**config.mk**
```make
export PLATFORM = sky130hd
export DESIGN_NAME = mem_2p_port_arb_flat
export DESIGN_NICKNAME = d
export VERILOG_FILES = /design/src/rtl/mem_2p_port_arb_if.sv /design/src/rtl/mem_2p_port_arb.sv /design/src/flat_wrapper.sv
export SDC_FILE = /design/constraint.sdc
export NUM_CORES = 1
export LEC_CHECK = 0
export ABC_AREA = 1
export CAP_MARGIN = 20
export CORE_AREA = 5 5 117 119
export DETAILED_ROUTE_END_ITERATION = 8
export DIE_AREA = 0 0 122 124
export GPL_ROUTABILITY_DRIVEN = 1
export GPL_TIMING_DRIVEN = 0
export HOLD_SLACK_MARGIN = 0.12
export PLACE_DENSITY = 0.82
export RECOVER_POWER = 50
export SLEW_MARGIN = 20
export SYNTH_ARGS = -nofsm -noshare
export SYNTH_HDL_FRONTEND = slang
export SYNTH_SLANG_ARGS = --single-unit
export TNS_END_PERCENT = 100
```
**constraint.sdc**
```tcl
create_clock -name clk -period 2.7 [get_ports clk]
set_clock_uncertainty 0.2 [all_clocks]
set_input_delay 0.54 -clock clk [delete_from_list [all_inputs] [get_ports clk]]
set_output_delay 0.54 -clock clk [all_outputs]
set_load 0.02 [all_outputs]
```
**src/rtl/mem_2p_port_arb_if.sv**
```systemverilog
`default_nettype none
// ------------------------------------------------------------------
// mem_2p_port_arb_if : client request/response and memory port bundle
// Revision: 1.0
// ------------------------------------------------------------------
interface mem_2p_port_arb_if #(
  parameter int NREQ   = 4,
  parameter int ADDR_W = 6,
  parameter int SEGS   = 1,
  parameter int SEGW   = 32
);
  localparam int IDW = ($clog2(NREQ) > 1) ? $clog2(NREQ) : 1;
  localparam int DW  = SEGS * SEGW;

  logic [NREQ-1:0]        rd_req;
  logic [NREQ*ADDR_W-1:0] rd_addr;
  logic [NREQ-1:0]        rd_gnt;
  logic                   rd_vld;
  logic [IDW-1:0]         rd_id;
  logic [DW-1:0]          rd_data;
  logic [NREQ-1:0]        wr_req;
  logic [NREQ*ADDR_W-1:0] wr_addr;
  logic [NREQ*SEGS-1:0]   wr_segwe;
  logic [NREQ*DW-1:0]     wr_data;
  logic [NREQ-1:0]        wr_gnt;
  logic                   mer;
  logic [ADDR_W-1:0]      raddr;
  logic [DW-1:0]          rdata;
  logic                   mew;
  logic [ADDR_W-1:0]      waddr;
  logic [SEGS-1:0]        segwe;
  logic [DW-1:0]          wdata;

  modport slave (
    input  rd_req, rd_addr, wr_req, wr_addr, wr_segwe, wr_data, rdata,
    output rd_gnt, rd_vld, rd_id, rd_data, wr_gnt,
    output mer, raddr, mew, waddr, segwe, wdata
  );

  modport master (
    output rd_req, rd_addr, wr_req, wr_addr, wr_segwe, wr_data, rdata,
    input  rd_gnt, rd_vld, rd_id, rd_data, wr_gnt,
    input  mer, raddr, mew, waddr, segwe, wdata
  );
endinterface
`default_nettype wire

```
**src/rtl/mem_2p_port_arb.sv**
```systemverilog
`default_nettype none
// ------------------------------------------------------------------
// mem_2p_port_arb : round-robin read/write arbiter for a 1R1W memory
// Revision: 1.0
// ------------------------------------------------------------------
module mem_2p_port_arb #(
  parameter int NREQ   = 4,
  parameter int ADDR_W = 6,
  parameter int SEGS   = 1,
  parameter int SEGW   = 32,
  parameter int RD_LAT = 1
) (
  input  wire logic        clk,
  input  wire logic        rst_n,
  mem_2p_port_arb_if.slave bus
);
  localparam int IDW = ($clog2(NREQ) > 1) ? $clog2(NREQ) : 1;
  localparam int DW  = SEGS * SEGW;

  // Returns {found, index} of the first requester at or after ptr, wrapping.
  function automatic logic [IDW:0] rr_pick(input logic [NREQ-1:0] req,
                                           input logic [IDW-1:0]  ptr);
    logic [IDW:0] res;
    int           idx;
    res = '0;
    for (int k = NREQ - 1; k >= 0; k--) begin
      idx = int'(ptr) + k;
      if (idx >= NREQ) idx = idx - NREQ;
      if (req[idx[IDW-1:0]]) res = {1'b1, idx[IDW-1:0]};
    end
    return res;
  endfunction

  function automatic logic [IDW-1:0] ptr_next(input logic [IDW-1:0] g);
    return (int'(g) == NREQ - 1) ? '0 : g + 1'b1;
  endfunction

  logic [IDW-1:0]             rptr_q, rptr_d, wptr_q, wptr_d;
  logic [IDW:0]               w_rd_pick, w_wr_pick;
  logic [IDW-1:0]             w_rd_idx, w_wr_idx;
  logic [ADDR_W-1:0]          w_rd_addr, w_wr_addr;
  logic                       w_rd_sel, w_wr_sel, w_hazard;
  logic [RD_LAT-1:0]          vld_q;
  logic [RD_LAT-1:0][IDW-1:0] id_q;

  always_comb begin
    w_rd_pick = rr_pick(bus.rd_req, rptr_q);
    w_wr_pick = rr_pick(bus.wr_req, wptr_q);
    w_rd_idx  = w_rd_pick[IDW-1:0];
    w_wr_idx  = w_wr_pick[IDW-1:0];
    w_rd_addr = bus.rd_addr[w_rd_idx*ADDR_W +: ADDR_W];
    w_wr_addr = bus.wr_addr[w_wr_idx*ADDR_W +: ADDR_W];
    w_wr_sel  = rst_n & w_wr_pick[IDW];
    // A read colliding with the granted write waits; rptr holds so it retries.
    w_hazard  = w_wr_sel & (w_rd_addr == w_wr_addr);
    w_rd_sel  = rst_n & w_rd_pick[IDW] & ~w_hazard;
    rptr_d    = w_rd_sel ? ptr_next(w_rd_idx) : rptr_q;
    wptr_d    = w_wr_sel ? ptr_next(w_wr_idx) : wptr_q;
  end

  assign bus.rd_gnt  = w_rd_sel ? ({{(NREQ-1){1'b0}}, 1'b1} << w_rd_idx) : '0;
  assign bus.wr_gnt  = w_wr_sel ? ({{(NREQ-1){1'b0}}, 1'b1} << w_wr_idx) : '0;
  assign bus.mer     = w_rd_sel;
  assign bus.raddr   = w_rd_sel ? w_rd_addr : '0;
  assign bus.mew     = w_wr_sel;
  assign bus.waddr   = w_wr_sel ? w_wr_addr : '0;
  assign bus.segwe   = w_wr_sel ? bus.wr_segwe[w_wr_idx*SEGS +: SEGS] : '0;
  assign bus.wdata   = w_wr_sel ? bus.wr_data[w_wr_idx*DW +: DW] : '0;
  assign bus.rd_vld  = rst_n & vld_q[RD_LAT-1];
  assign bus.rd_id   = rst_n ? id_q[RD_LAT-1] : '0;
  assign bus.rd_data = bus.rdata;

  always_ff @(posedge clk) begin
    if (!rst_n) begin
      rptr_q <= '0;
      wptr_q <= '0;
      vld_q  <= '0;
      id_q   <= '0;
    end else begin
      rptr_q   <= rptr_d;
      wptr_q   <= wptr_d;
      vld_q[0] <= w_rd_sel;
      id_q[0]  <= w_rd_sel ? w_rd_idx : '0;
      for (int s = 1; s < RD_LAT; s++) begin
        vld_q[s] <= vld_q[s-1];
        id_q[s]  <= id_q[s-1];
      end
    end
  end
endmodule
`default_nettype wire

```
**src/flat_wrapper.sv**
```systemverilog
// flat-port wrapper written by rule: the top's interface ports become plain ports
module mem_2p_port_arb_flat 
#(
  parameter int NREQ   = 4,
  parameter int ADDR_W = 6,
  parameter int SEGS   = 1,
  parameter int SEGW   = 32,
  parameter int RD_LAT = 1
)
  (clk, rst_n, bus_rd_req, bus_rd_addr, bus_wr_req, bus_wr_addr, bus_wr_segwe, bus_wr_data, bus_rdata, bus_rd_gnt, bus_rd_vld, bus_rd_id, bus_rd_data, bus_wr_gnt, bus_mer, bus_raddr, bus_mew, bus_waddr, bus_segwe, bus_wdata);
  mem_2p_port_arb_if #(.NREQ(NREQ), .ADDR_W(ADDR_W), .SEGS(SEGS), .SEGW(SEGW)) bus_i ();
  input  wire logic clk;
  input  wire logic rst_n;
  input wire logic [$bits(bus_i.rd_req)-1:0] bus_rd_req;
  input wire logic [$bits(bus_i.rd_addr)-1:0] bus_rd_addr;
  input wire logic [$bits(bus_i.wr_req)-1:0] bus_wr_req;
  input wire logic [$bits(bus_i.wr_addr)-1:0] bus_wr_addr;
  input wire logic [$bits(bus_i.wr_segwe)-1:0] bus_wr_segwe;
  input wire logic [$bits(bus_i.wr_data)-1:0] bus_wr_data;
  input wire logic [$bits(bus_i.rdata)-1:0] bus_rdata;
  output wire logic [$bits(bus_i.rd_gnt)-1:0] bus_rd_gnt;
  output wire logic [$bits(bus_i.rd_vld)-1:0] bus_rd_vld;
  output wire logic [$bits(bus_i.rd_id)-1:0] bus_rd_id;
  output wire logic [$bits(bus_i.rd_data)-1:0] bus_rd_data;
  output wire logic [$bits(bus_i.wr_gnt)-1:0] bus_wr_gnt;
  output wire logic [$bits(bus_i.mer)-1:0] bus_mer;
  output wire logic [$bits(bus_i.raddr)-1:0] bus_raddr;
  output wire logic [$bits(bus_i.mew)-1:0] bus_mew;
  output wire logic [$bits(bus_i.waddr)-1:0] bus_waddr;
  output wire logic [$bits(bus_i.segwe)-1:0] bus_segwe;
  output wire logic [$bits(bus_i.wdata)-1:0] bus_wdata;
  assign bus_i.rd_req = bus_rd_req;
  assign bus_i.rd_addr = bus_rd_addr;
  assign bus_i.wr_req = bus_wr_req;
  assign bus_i.wr_addr = bus_wr_addr;
  assign bus_i.wr_segwe = bus_wr_segwe;
  assign bus_i.wr_data = bus_wr_data;
  assign bus_i.rdata = bus_rdata;
  assign bus_rd_gnt = bus_i.rd_gnt;
  assign bus_rd_vld = bus_i.rd_vld;
  assign bus_rd_id = bus_i.rd_id;
  assign bus_rd_data = bus_i.rd_data;
  assign bus_wr_gnt = bus_i.wr_gnt;
  assign bus_mer = bus_i.mer;
  assign bus_raddr = bus_i.raddr;
  assign bus_mew = bus_i.mew;
  assign bus_waddr = bus_i.waddr;
  assign bus_segwe = bus_i.segwe;
  assign bus_wdata = bus_i.wdata;
  mem_2p_port_arb #(.NREQ(NREQ), .ADDR_W(ADDR_W), .SEGS(SEGS), .SEGW(SEGW), .RD_LAT(RD_LAT)) u_core (.clk(clk), .rst_n(rst_n), .bus(bus_i));
endmodule
```
* Word level (Yosys, flattened, before mapping)
Index checks and enable logic that the tools add are counted.
** Word-level totals
- Flip-flop bits (word level) :: 7
- Bits in latches :: 0
- RAM bits :: 0
- Memory bits (read-only) :: 0
- Output and inout bits :: 90
- Logic and storage cells :: 95
- Memories :: 0
** Cells by class
- Add/subtract/negate cells :: 16
- $mul :: 2
- Div/mod/pow operators :: 0
- $lt $le $gt $ge :: 16
- Eq/ne operators :: 3
- Shift-type cells :: 6
- Multiplexer cells :: 41
- Bitwise operators :: 6
- Reduce and logical (&&, ||, !) cells :: 1
** Operators with widths (count)
- 128-bit by 8-bit indexed part select with 32-bit output :: 1
- 24-bit by 6-bit indexed part select with 6-bit output :: 2
- 32-bit 2-to-1 mux :: 1
- 2-bit by 3-bit less-than comparator with 1-bit output, second input constant :: 8
- 3-bit 2-to-1 mux :: 8
- 2-bit 2-to-1 mux :: 11
- 3-bit greater-or-equal comparator, second input constant :: 6
- 1-bit binary-select mux with 2-bit select :: 8
- 2-bit by 1-bit subtractor with 2-bit output, second input constant :: 8
- 2-bit by 2-bit adder with 3-bit output, second input constant :: 4
- 6-bit 2-to-1 mux :: 2
- 1-bit 2-to-1 mux :: 9
- 2-bit by 2-bit multiplier with 4-bit output, second input constant :: 2
- 4-bit 2-to-1 mux :: 2
- 1-bit by 2-bit << shifter with 4-bit output, first input constant :: 2
- 2-bit by 1-bit adder with 3-bit output, second input constant :: 2
- 6-bit == test :: 1
- 2-bit by 3-bit greater-or-equal comparator with 1-bit output, second input constant :: 2
- 1-bit bitwise AND :: 5
- 2-bit by 1-bit adder with 2-bit output, second input constant :: 2
- 2-bit by 1-bit == test with 1-bit output, second input constant :: 2
- 4-bit by 3-bit indexed part select with 1-bit output :: 1
- 2-bit AND reduction :: 1
- 1-bit NOT :: 1

* Logic depth before layout (Yosys ltp)
Gate-level depths: netlist (run 1).
- Word-level depth :: 16
- Mapped depth :: 23
- Gate-level depth less buffers :: 22

* Worst setup path before layout (run 1)
Ideal clock, no wire load.
- Path kind :: input-to-output
- From :: in bus_wr_req[1]
- To :: out bus_wdata[10]
- Data arrival time :: 2.257 ns
- Setup slack :: -0.297 ns
- Cell stages on the path :: 12
- Path through :: inv_1 > nand2_2 > nand3_1 > nand2_1 > inv_2 > nand3_2 > nand2_4 > buf_6 > buf_2 > clkbuf_1 > nand2_1 > a31oi_1
** On the way
- Word-level cells in the longest chain between the ends :: 8
- Elaborated cells between the ends (all ways) :: 15
** RTL lines
- start: declaration :: line flat_wrapper.sv:16 : input wire logic [$bits(bus_i.wr_req)-1:0] bus_wr_req;
- 1-bit binary-select mux with 2-bit select :: line mem_2p_port_arb.sv:29 : if (req[idx[IDW-1:0]]) res = {1'b1, idx[IDW-1:0]};
- 1-bit 2-to-1 mux (implied by the code) :: line mem_2p_port_arb.sv:29
- 3-bit 2-to-1 mux (3 in a row) :: line mem_2p_port_arb.sv:29
- 3-bit 2-to-1 mux (*) :: line mem_2p_port_arb.sv:29
- 128-bit by 8-bit indexed part select with 32-bit output or 1-bit bitwise AND (tied branches) :: line mem_2p_port_arb.sv:68, mem_2p_port_arb.sv:53
- 32-bit 2-to-1 mux (*) :: line mem_2p_port_arb.sv:68 : assign bus.wdata = w_wr_sel ? bus.wr_data[w_wr_idx*DW +: DW] : '0;
- end: declaration :: line flat_wrapper.sv:31 : output wire logic [$bits(bus_i.wdata)-1:0] bus_wdata;
Every way passes the cells marked *; elsewhere a longest branch is shown, timed or not. The select of a mux whose other input is x is not followed.

* Worst setup path in the final report (run 1)
- From :: reg u_core.wptr_q[0]
- To :: out bus_raddr[2]
** On the way
- Word-level cells in the longest chain between the ends :: 16
- Elaborated cells between the ends (all ways) :: 35
** RTL lines
- start: declaration :: line mem_2p_port_arb.sv:38 : logic [IDW-1:0] rptr_q, rptr_d, wptr_q, wptr_d;
- start signal: assignment :: line mem_2p_port_arb.sv:81 : wptr_q <= wptr_d;
- 2-bit by 2-bit adder with 3-bit output :: line mem_2p_port_arb.sv:27 : idx = int'(ptr) + k;
- 3-bit greater-or-equal comparator or 2-bit by 1-bit subtractor with 2-bit output (tied branches) :: line mem_2p_port_arb.sv:28 : if (idx >= NREQ) idx = idx - NREQ;
- 2-bit 2-to-1 mux :: line mem_2p_port_arb.sv:28
- 1-bit binary-select mux with 2-bit select :: line mem_2p_port_arb.sv:29
- 1-bit 2-to-1 mux (implied by the code) :: line mem_2p_port_arb.sv:29
- 3-bit 2-to-1 mux (3 in a row) :: line mem_2p_port_arb.sv:29
- 3-bit 2-to-1 mux (*) :: line mem_2p_port_arb.sv:29
- 2-bit by 2-bit multiplier with 4-bit output :: line mem_2p_port_arb.sv:52 : w_wr_addr = bus.wr_addr[w_wr_idx*ADDR_W +: ADDR_W];
- 24-bit by 6-bit indexed part select with 6-bit output :: line mem_2p_port_arb.sv:52
- 6-bit == test :: line mem_2p_port_arb.sv:55 : w_hazard = w_wr_sel & (w_rd_addr == w_wr_addr);
- 1-bit bitwise AND (*) :: line mem_2p_port_arb.sv:55
- 1-bit NOT (*) :: line mem_2p_port_arb.sv:56 : w_rd_sel = rst_n & w_rd_pick[IDW] & ~w_hazard;
- 1-bit bitwise AND (*) :: line mem_2p_port_arb.sv:56
- 6-bit 2-to-1 mux (*) :: line mem_2p_port_arb.sv:64 : assign bus.raddr = w_rd_sel ? w_rd_addr : '0;
- end: declaration :: line flat_wrapper.sv:27 : output wire logic [$bits(bus_i.raddr)-1:0] bus_raddr;
Marks and branches as above.

==> out/results.tsv, run 1 <==
stage	metric	value	unit
timing	final setup violation count	55	
place	dpl ws	-1660	ps
setup_path	beginning of the critical path	u_core.wptr_q[0]$_SDFFE_PN0P_	
setup_path	Critical Path End Type	output pin	
route	Post-Route WL	20900	um
synthesis	Syn Area/Cell	4.91	um2
flow_run	number of max-cap violations	0	
global_routing	first-pass GRT wire length	29000	um
setup_path	crit-path leading delay family	simple AND/OR/NAND/NOR gates	
synthesis	most frequent cell after synthesis	nand2_1	
setup_path	Reg2Reg Capture Point	u_core.id_q[1]$_SDFF_PN0_	
global_routing	largest net degree at the start of global routing	12	
setup_path	Crit path buffers/inverters	5	
route	DRC Markers	0	
power	Internal	6.08	mW
timing	final hold slack	336	ps
power	switch share	0.530	
synthesis	Synth cell types	26	
global_routing	vias in the first global route	5690	
power	Switch Pwr	6.85	mW
place	gpl congestion	0.862	
synthesis	Synth Net Count	884	
synthesis	Yosys warning total	0	
synthesis	commonest cells in the netlist	nand2_1 (312), nand3_1 (74), inv_1 (69)	
timing	Worst-Margin Slew	364	ps
timing	Final Critical Period	3390	ps
layout	non-filler cells in the finished layout	1181	
timing	max-slew violations	0	
setup_path	CP dominant cell by count	nand2_1	
synthesis	largest cells by area after synthesis	nand2_1 (36%), nand3_1 (12%), buf_4 (8.4%)	
setup_path	critical path launch point type	flop	
floorplanning	core area	12500	um2
floorplanning	DIE AREA	15100	um2
route	1st-iter DRT viols	269	
clocking	Sink Count	7	
layout	layout cell share with drive strength beyond 1	0.471	
synthesis	sequential share of the synthesized area	0.0437	
layout	Net count, final	1240	
power	Logic pwr share	0.963	
route	DR pass1 iterations	4	
place	IO buf count	279	
setup_path	CP Class	reg -> out	
clocking	Max clock buf depth	2	
setup_path	crit-path cells	buf_8, xnor2_4, nand2_2, nand3_4, nand2_4, nand2_8, buf_6, nand3_1, nand2_1, nand2_1, nand2_2, nand2_1, nand2_1, inv_1, nand2_1, nor2_2, nand2_2, nand2_4, buf_16, nor2_4, buf_6	
setup_path	worst-path maximum fanout	5	
layout	Ant. Diodes	0	
floorplanning	overall die width	122	um
power	Sequential Power Share	0.017	
setup_path	crit-path max cell delay	360	ps
min_path	HP Class	reg -> reg	
timing	Rel. slew slack	0.757	
clocking	CTS root buf	clkbuf_16	
clocking	htree depth	1	
clocking	Reg clk slew, reported paths	40	ps
run_status	status	finished, violations left	
power	P_leak	4.13	nW
place	hpwl dp	14700	um
global_routing	final global-route overflow total	0	
place	placed cell count	1105	
route	DR WL/cell	17.7	um
min_path	Worst Hold Launch	u_core.rptr_q[1]$_SDFFE_PN0P_	
setup_path	Required @ worst endpoint	1960	ps
synthesis	post-synth top area share	0.365	
synthesis	Yosys top cell by area	nand2_1	
clocking	Clk Latency, worst-skew pair	230	ps
timing	RSZ-0062 raised after global routing	true	
floorplanning	Rows	41	
route	via count	5581	
power	Pwr per Cell Area	1450	nW/um2
synthesis	cell count after synthesis	654	
clocking	clock buffer count from CTS	3	
global_routing	antenna violations before repair	0	
timing	f_max	295	MHz
floorplanning	I/O pin cnt	312	
synthesis	Seq cells post-synth	7	
layout	area delta synth->final	179	%
synthesis	Top FF cell, synth	dfxtp_1	
setup_path	Crit path depth	21	
setup_path	R2R Setup Slk	20	ps
floorplanning	initial core utilization	0.257	
timing	final worst slack	-693	ps
floorplanning	overall die height	124	um
run_status	failing checks	negative setup slack	
setup_path	reg2reg path depth	21	
timing	Fin. Hold Viols	0	
setup_path	worst path arrival time	2650	ps
synthesis	ys async rst share	0	
route	DR vias/cell	4.73	
global_routing	GRT Total Usage	0.242	
synthesis	EDFF count, synth	0	
route	Final ANT Viol Nets	0	
setup_path	Crit-path slowest cell	dfxtp_4	
timing	period utilization	1.26	
setup_path	R2R Path Start	u_core.wptr_q[0]$_SDFFE_PN0P_	
clocking	CTS tree	yes	
power	clock power share	0.020	
synthesis	Netlist Area Pre-Place	3210	um2
setup_path	Critical Path End	bus_raddr[2]	
power	peak supply drop	724	uV
-- timing repair --
item                       in CTS  in global routing
setup buffers                  46                 18
setup endpoints to repair      61                 59
hold buffers                    0                  0
pin swaps                      72                 43
resized for setup             575                138
cloned                         14                  1
-- sequential cells by signal, indices dropped and copies added, names as in the netlist --
signal	count
u_core.id_q	2
u_core.vld_q	1
u_core.rptr_q	2
u_core.wptr_q	2
-- cell families (layout without fill, tap and decap cells) --
kind of cell             count (synthesis)  after routing  synth area share
flip-flops                               7              7            0.0437
AO/OA/AOI/OAI                           47             47            0.0924
adder cells (fa/ha/maj)                  8              8            0.0312
buffers and inverters                  141            495             0.224
XOR/XNOR                                 1              1           0.00273
AND/OR/NAND/NOR                        450            451             0.606
-- layout make-up --
| cell class | count | area, um2 |
|---|---|---|
| Clock buffer | 4 | 78.8 |
| Timing Repair Buffer | 354 | 3650 |
| Fill cell | 966 | 3530 |
| Sequential cell | 7 | 153 |
| Inverter | 73 | 313 |
| Buffer | 64 | 696 |
| Multi-Input combinational cell | 507 | 3830 |
| Tap cell | 172 | 215 |
-- how the worst min path moves through the flow --
stage,slack [ps],depth (start not counted),endpoint
final,340,2,u_core.rptr_q[1]$_SDFFE_PN0P_
after global routing,350,2,u_core.rptr_q[1]$_SDFFE_PN0P_
after CTS,320,2,u_core.rptr_q[1]$_SDFFE_PN0P_
after detailed placement,350,2,u_core.rptr_q[1]$_SDFFE_PN0P_
after global placement,330,2,u_core.rptr_q[1]$_SDFFE_PN0P_
after floorplan,300,2,u_core.rptr_q[1]$_SDFFE_PN0P_
-- stage by stage --
step | TNS [ps] | total power [mW] | cell area (um2) | util
5_1_grt | -35100 | 13.7 | 8940 | 0.717
4_1_cts | -26540 | 11.5 | 8320 | 0.667
6_report | -29490 | 12.9 | 8940 | 0.717
3_3_place_gp | -85180 | 8.30 | 6920 | 0.555
2_1_floorplan | -5250 | 5.83 | 3910 | -
3_5_place_dp | -87840 | 8.39 | 6920 | 0.555
-- power groups by stage --
stage | combinational [mW] | clock, mW | sequential [mW]
3_5_place_dp | 8.21 | 0 | 0.180
3_3_place_gp | 8.12 | 0 | 0.179
4_1_cts | 11.1 | 0.255 | 0.202
6_report | 12.4 | 0.256 | 0.219
5_1_grt | 13.3 | 0.263 | 0.225
2_1_floorplan | 5.65 | 0 | 0.174
-- placed cells by master, fill, tap and decap left out, drive strengths merged --
master         count
nand2            322
clkdlybuf4s50    195
buf              192
nand3             78
inv               72
a31oi             33
nor2              32
dlygate4sd3       20
nand3b            18
clkbuf            14
ha                 8
dfxtp              7
a21oi              6
o21ai              6
nor3b              1
xnor2              1
a2111oi            1
clkinvlp           1
a211oi             1
dlygate4sd2        1
-- worst register-to-register path: cells and delay by family (launching register included) --
kind                   cells  cell delay, ps
XOR/XNOR                   1             160
buffers and inverters      5             640
flip-flops                 1             360
AND/OR/NAND/NOR           15            1280
-- metal layers --
metal  wire length (um)  vias to the layer above  track usage
li1                   -                     2738            -
met1               7500                     2578        0.277
met2              11500                      225        0.464
met3               1360                       40       0.0431
met4                446                        0       0.0539
met5                  0                        -            0
Note: power is estimated with default switching activity, not from simulation.
==> inputs of run 2 (changes only) <==
--- a/config.mk
+++ b/config.mk
@@ -8,6 +8,7 @@
 export ABC_AREA = 1
 export CAP_MARGIN = 20
 export CORE_AREA = 5 5 117 119
+export CTS_CLUSTER_DIAMETER = 120
 export DETAILED_ROUTE_END_ITERATION = 8
 export DIE_AREA = 0 0 122 124
 export GPL_ROUTABILITY_DRIVEN = 1
==> results of run 2 <==
The final DEF is identical to that of run 1; final timing and power are the same.
